<file path="config.mk">
export PLATFORM = sky130hd
export DESIGN_NAME = uart_core_param
export DESIGN_NICKNAME = d
export VERILOG_FILES = /design/src/rtl/uart_core_param.sv
export SDC_FILE = /design/constraint.sdc
export NUM_CORES = 1
export LEC_CHECK = 0
export CELL_PAD_IN_SITES_DETAIL_PLACEMENT = 1
export CELL_PAD_IN_SITES_GLOBAL_PLACEMENT = 1
export CORE_MARGIN = 10
export CORE_UTILIZATION = 30
export DETAILED_ROUTE_END_ITERATION = 12
export GPL_TIMING_DRIVEN = 1
export PLACE_DENSITY_LB_ADDON = 0.1
export SLEW_MARGIN = 20
export SYNTH_ARGS = -nofsm -noshare
export SYNTH_HDL_FRONTEND = slang
export SYNTH_SLANG_ARGS = --single-unit
</file>
<file path="constraint.sdc">
create_clock -name clk -period 3.7 [get_ports clk]
set_input_delay 1.11 -clock clk [delete_from_list [all_inputs] [get_ports clk]]
set_output_delay 1.11 -clock clk [all_outputs]
set_load 0.005 [all_outputs]
</file>
<file path="src/rtl/uart_core_param.sv">
// uart_core_param: parametrised full-duplex UART with parity, 1/2 stop bits, error flags and loopback
module uart_core_param #(
  parameter int CLK_FREQ   = 1000000,
  parameter int BAUD_RATE  = 9600,
  parameter int DATA_BITS  = 8,
  parameter int PARITY_EN  = 0,
  parameter int PARITY_ODD = 0,
  parameter int STOP_BITS  = 1
) (
  input  logic       clk,
  input  logic       rst,
  input  logic       newd,
  input  logic [7:0] dintx,
  input  logic       loopback,
  input  logic       rx,
  output logic       tx,
  output logic       busy,
  output logic       donetx,
  output logic [7:0] doutrx,
  output logic       donerx,
  output logic       perr,
  output logic       ferr
);
  localparam int CPB = CLK_FREQ / BAUD_RATE;
  localparam int CW = $clog2(CPB);
  localparam logic [CW-1:0] LAST = CW'(CPB - 1);
  localparam logic [CW-1:0] HALF = CW'(CPB / 2 - 1);
  localparam logic [2:0] DLAST = 3'(DATA_BITS - 1);
  localparam logic [2:0] SLAST = 3'(STOP_BITS - 1);
  localparam logic ODD = PARITY_ODD != 0;
  localparam logic PEN = PARITY_EN != 0;
  typedef enum logic [2:0] {IDLE, START, DATA, PAR, STOP, WAITHI} state_t;
  state_t ts, ts_n, rs, rs_n;
  logic [CW-1:0] tc, tc_n, rc, rc_n;
  logic [2:0] ti, ti_n, ri, ri_n;
  logic [DATA_BITS-1:0] td, td_n, rd, rd_n;
  logic donetx_n, tx_i, tend, s1, s2, rp, rl, rend;
  logic rpe, rpe_n, rfe, rfe_n, donerx_n, perr_n, ferr_n;
  logic [7:0] doutrx_n;
  assign tend = tc == LAST;
  assign tx_i = (ts == START) ? 1'b0 : (ts == DATA) ? td[ti] : (ts == PAR) ? (^td ^ ODD) : 1'b1;
  assign tx = loopback | tx_i;
  assign busy = ts != IDLE;
  always_comb begin
    ts_n = ts;
    tc_n = tend ? '0 : tc + CW'(1);
    ti_n = ti;
    td_n = td;
    donetx_n = 1'b0;
    case (ts)
      IDLE: begin
        tc_n = '0;
        if (newd) begin
          ts_n = START;
          td_n = dintx[DATA_BITS-1:0];
          ti_n = '0;
        end
      end
      START: ts_n = tend ? DATA : ts;
      DATA: if (tend) begin
        ti_n = (ti == DLAST) ? 3'd0 : ti + 3'd1;
        ts_n = (ti != DLAST) ? DATA : PEN ? PAR : STOP;
      end
      PAR: ts_n = tend ? STOP : ts;
      STOP: if (tend) begin
        ti_n = (ti == SLAST) ? 3'd0 : ti + 3'd1;
        ts_n = (ti == SLAST) ? IDLE : STOP;
        donetx_n = ti == SLAST;
      end
      default: ts_n = IDLE;
    endcase
  end
  always_ff @(posedge clk or negedge rst) begin
    if (!rst) begin
      ts <= IDLE;
      tc <= '0;
      ti <= '0;
      td <= '0;
      donetx <= 1'b0;
    end else begin
      ts <= ts_n;
      tc <= tc_n;
      ti <= ti_n;
      td <= td_n;
      donetx <= donetx_n;
    end
  end
  // internal loopback bypasses the synchroniser: tx_i is already in the clk domain
  assign rl = loopback ? tx_i : s2;
  assign rend = rc == LAST;
  always_comb begin
    rs_n = rs;
    rc_n = rc + CW'(1);
    ri_n = ri;
    rd_n = rd;
    rpe_n = rpe;
    rfe_n = rfe;
    donerx_n = 1'b0;
    doutrx_n = doutrx;
    perr_n = perr;
    ferr_n = ferr;
    case (rs)
      IDLE: begin
        rc_n = '0;
        rs_n = (rp & ~rl) ? START : IDLE;
      end
      START: if (rc == HALF) begin
        rc_n = '0;
        rs_n = rl ? IDLE : DATA;
        ri_n = '0;
        rpe_n = 1'b0;
        rfe_n = 1'b0;
      end
      DATA: if (rend) begin
        rc_n = '0;
        rd_n = {rl, rd[DATA_BITS-1:1]};
        ri_n = (ri == DLAST) ? 3'd0 : ri + 3'd1;
        rs_n = (ri != DLAST) ? DATA : PEN ? PAR : STOP;
      end
      PAR: if (rend) begin
        rc_n = '0;
        rpe_n = rl != (^rd ^ ODD);
        rs_n = STOP;
      end
      STOP: if (rend) begin
        rc_n = '0;
        ri_n = ri + 3'd1;
        rfe_n = rfe | ~rl;
        if (ri == SLAST) begin
          rs_n = (rfe | ~rl) ? WAITHI : IDLE;
          donerx_n = 1'b1;
          doutrx_n = 8'(rd);
          perr_n = PEN & rpe;
          ferr_n = rfe | ~rl;
        end
      end
      WAITHI: rs_n = rl ? IDLE : WAITHI;
      default: rs_n = IDLE;
    endcase
  end
  always_ff @(posedge clk or negedge rst) begin
    if (!rst) begin
      s1 <= 1'b1;
      s2 <= 1'b1;
      rp <= 1'b1;
      rs <= IDLE;
      rc <= '0;
      ri <= '0;
      rd <= '0;
      rpe <= 1'b0;
      rfe <= 1'b0;
      donerx <= 1'b0;
      doutrx <= '0;
      perr <= 1'b0;
      ferr <= 1'b0;
    end else begin
      s1 <= rx;
      s2 <= s1;
      rp <= rl;
      rs <= rs_n;
      rc <= rc_n;
      ri <= ri_n;
      rd <= rd_n;
      rpe <= rpe_n;
      rfe <= rfe_n;
      donerx <= donerx_n;
      doutrx <= doutrx_n;
      perr <= perr_n;
      ferr <= ferr_n;
    end
  end
endmodule

</file>
-- Word-level counts from Yosys, hierarchy flattened
Cells that the tools add are included.
- flip-flop bits (word level): 57
- bits of input ports: 13
- output and inout port bits: 14
- logic and storage cells: 118
- add/sub/neg operators: 4
- magnitude comparators: 1
- equality and inequality tests: 26
- mux-type cells: 49
- bitwise operators: 4
- reduce and logical (&&, ||, !) cells: 18
- operators by type and width (operator ; count):
    $mux 3 ; 24
    $mux 7 ; 4
    $pmux 7 s3 ; 1
    $ne 2x2->1 const B ; 10
    $pmux 3 s3 ; 2
    $pmux 3 s6 ; 1
    $eq 3x3->1 const B ; 5
    $pmux 3 s5 ; 1
    $add 7x1->7 const B ; 2
    $eq 7x7->1 const B ; 2
    $mux 1 ; 13
    $eq 3x2->1 const B ; 4
    $logic_not 3->1 ; 4
    $reduce_and 5->1 ; 2
    $reduce_bool 3->1 ; 3
    $reduce_and 4->1 ; 2
    $reduce_xor 8->1 ; 1
    $eq 7x6->1 const B ; 1
    $add 3x1->3 const B ; 2
    $eq 3x1->1 const B ; 2
    $ne 3x3->1 const B ; 2
    $reduce_and 3->1 ; 2
    $lt 3x4->1 const B ; 1
    $reduce_and 2->1 ; 2
    8 further kinds ; 9

-- Longest topological paths before layout
- depth in word-level cells: 11
- mapped depth: 8
- gate-level depth less buffers: 7

-- Worst setup path before layout
Ideal clock, no wire load.
- path kind: input port to output port
- from: in loopback
- to: out tx
- arrival time: 1.458 ns
- data required time: 2.590 ns
- setup slack: 1.132 ns
- stages: 1
- path buffers: 0
- cells stage by stage: or3_1
- cells in the longest elaborated chain, start to end: 1
- RTL lines (element ; line ; RTL):
    start, declared ; 14 ; input logic loopback,
    $or 1x1->1 ; 42 ; assign tx = loopback | tx_i;
    end, declared ; 16 ; output logic tx,
No other way between the ends.

-- Worst setup path after layout
Ends and elaborated chain as after synthesis.

==> results.sh <==
export IMPL_leakagePower_uw=0.00150
export IMPL_critPathKind="input port to output port"
export IMPL_drv_cap=0
export IMPL_die_area_sq_mm=0.0138
export IMPL_first_iter_violations=96
export IMPL_synth_seq_cells=57
export IMPL_grtUsageTotal_pct=10.0
export IMPL_slew_headroom_pct=43.5
export IMPL_layout_area_overhead_vs_synth_pct=20.9
export IMPL_tns_ns=0
export IMPL_worstPathCellList="clkdlybuf4s50_1, or3_1, clkdlybuf4s50_1"
export IMPL_die_h_microns=117
export IMPL_crit_required_ns=2.59
export IMPL_io_pins=27
export IMPL_start_util_pct=30.7
export IMPL_outcome="finished, final reports clean"
export IMPL_r2r_slack_ns=1.35
export IMPL_rows=35
export IMPL_antenna_found_initial=0
export IMPL_p_per_area_mw_per_mm2=624
export IMPL_via_count=1958
export IMPL_yosys_warnings=0
export IMPL_period_share_pct=93.9
export IMPL_ys_flop_type="dfrtp_1"
export IMPL_cpMaxStageDelayCell="clkdlybuf4s50_1"
export IMPL_hp_class="register to register"
export IMPL_synth_common_cells="54 x dfrtp_1, 26 x mux2_2, 26 x nor2_1, 13 x nand2_1"
export IMPL_core_area_sq_mm=0.00924
export IMPL_cts_setup_buffers=0
export IMPL_place_worst_setup_slack_ns=0.219
export IMPL_final_max_slew_viol_count=0
export IMPL_synth_most_common_cell="dfrtp_1"
export IMPL_insertion_delay_ns=0.33
export IMPL_async_flop_share_pct=100
export IMPL_start_kind="input port"
export IMPL_netlist_area_leader_share_pct=47.6
export IMPL_drive_above_1_share_pct=18.9
export IMPL_fin_skew_ns=0.00889
export IMPL_port_buffers=25
export IMPL_hold_buffers=0
export IMPL_max_freq_mhz=288
export IMPL_viasPerCell=4.66
export IMPL_place_congestion=0.687
export IMPL_vdd_drop_max_mv=0.181
export IMPL_cts_buffers=9
export IMPL_htree_levels=3
export IMPL_synth_area_leaders="dfrtp_1 48%, mux2_2 10%, ha_1 3.5%, nor2_1 3.4%, xnor2_1 3.1%"
export IMPL_rsz0062_at_grt="false"
export IMPL_yosysUniqueCellTypes=50
export IMPL_syn_area_sq_mm=0.00284
export IMPL_cts_buffer_depth=2
export IMPL_cts_num_sinks=57
export IMPL_tightest_slew_ns=0.844
export IMPL_cts_tree="yes"
export IMPL_critical_path_most_common_cell="clkdlybuf4s50_1"
export IMPL_cts_root_buf="clkbuf_8"
export IMPL_wl_microns=6040
export IMPL_cts_resized=0
export IMPL_crit_fanout=4
export IMPL_arrival_ns=2.36
export IMPL_dpl_hpwl_microns=4420
export IMPL_syn_inst=256
export IMPL_wire_per_inst_microns=14.4
export IMPL_final_nets=307
export IMPL_drcViolationCount=0
export IMPL_syn_avg_cell_area_sq_um=11.1
export IMPL_clkTransAtPathRegs_ns=0.07
export IMPL_final_core_util_pct=37.1
export IMPL_grt_pass1_vias=2188
export IMPL_min_period_ns=3.47
export IMPL_ys_seq_area_share_pct=50.4
export IMPL_antenna_left=0
export IMPL_end_kind="output port"
export IMPL_die_w_microns=117
export IMPL_slowest_delay_ns=0.45
export IMPL_grt_overflow_total=0
export IMPL_antenna_cells=0
export IMPL_yosys_area_top_type="dfrtp_1"
export IMPL_synth_enable_flop_cells=0
export IMPL_setup_ws_ns=0.225
export IMPL_drt_pre_antenna_iters=4
export IMPL_syn_num_nets=277
export IMPL_setup_violations=0
export IMPL_grt_pass1_wl_microns=10900
export IMPL_finalHoldViolCount=0
export IMPL_grt_max_degree=22
==> placed cells by master (no fill, tap or decap), types with 2 or more instances in the layout <==
master and instances:
o21ai_0 10, dfstp_2 3, nor3_1 2, nor2b_1 6, nand3_1 5, and3_2 2, or3_1 5, ha_1 8
dfrtp_1 54, buf_4 3, xor2_1 6, mux2i_1 6, clkbuf_8 10, nand2_1 13, bufinv_16 2, mux2_2 26
inv_1 9, xnor2_1 10, nor3b_1 5, and3_1 2, and2_1 4, a21oi_1 9, nand3b_1 3, nand4_1 3
nand2b_1 6, clkinv_2 2, o221ai_1 2, clkdlybuf4s50_1 24, nor2_1 26
==> path summary, 6_finish.rpt <==
kind	from	endpoint	depth (start not counted)
setup / recovery	loopback	tx	3
hold / removal	s1	s2	0
setup reg to reg	rc[0]	doutrx[4]	6
hold reg to reg	s1	s2	0
max in group asynchronous	rst	rp	2
min in group asynchronous	rst	td[7]	1
==> kinds of logic (layout without fill, tap and decap cells) <==
group / count (synthesis) / count (layout) / share of synthesized area, %
simple gates: 90 / 90 / 17.6
flops: 57 / 57 / 50.4
compound gates: 34 / 34 / 7.85
mux: 32 / 32 / 12.4
buf+inv: 18 / 53 / 3.17
xor+xnor: 16 / 16 / 4.94
fa+ha+maj: 8 / 8 / 3.53
other cells: 1 / 1 / 0.132
==> flip-flops by register name (all words and copies together) (netlist names) <==
register,cells
rs,3
s1,1
doutrx,8
rc,7
donerx,1
donetx,1
rp,1
s2,1
rfe,1
ti,3
ts,3
td,8
ri,3
tc,7
ferr,1
rd,8
==> cell type report <==
| type | count | area [sq um] |
|---|---|---|
| repair buffers | 28 | 268 |
| clock inverters | 5 | 78.8 |
| clock buffers | 11 | 141 |
| flip-flops and latches | 57 | 1430 |
| fillers | 1039 | 5810 |
| multi-input cells | 181 | 1320 |
| well taps | 129 | 161 |
| inverters | 9 | 33.8 |
==> worst max-delay path: cells and delay by family <==
family,cells,cell delay (ns)
buffers and inverters,2,0.90
and+or+nand+nor,1,0.35
==> per-layer routing <==
| metal | vias to the layer above | part of all wire [%] | global-route usage (%) |
|---|---|---|---|
| li1 | 955 | - | - |
| met1 | 981 | 48 | 12.1 |
| met2 | 14 | 47 | 15.9 |
| met3 | 8 | 3.1 | 3.47 |
| met4 | 0 | 1.8 | 4.20 |
| met5 | - | 0 | 0 |
==> power by group <==
group	total [uW]	switching (uW)	internal, uW
clock	659	262	397
sequential	907	153	754
combinational	575	275	300
total	2140	690	1450
==> through the flow <==
stage | total power, uW | instance area, sq um | hold WS (ns) | std cells
2_1_floorplan | 1350 | 2840 | 0.345 | 256
3_3_place_gp | 1490 | 3210 | 0.349 | 404
3_5_place_dp | 1510 | 3210 | 0.349 | 404
4_1_cts | 2180 | 3430 | 0.359 | 420
5_1_grt | 2310 | 3430 | 0.365 | 420
6_report | 2140 | 3430 | 0.357 | 420
(Power assumes the default switching activity.)
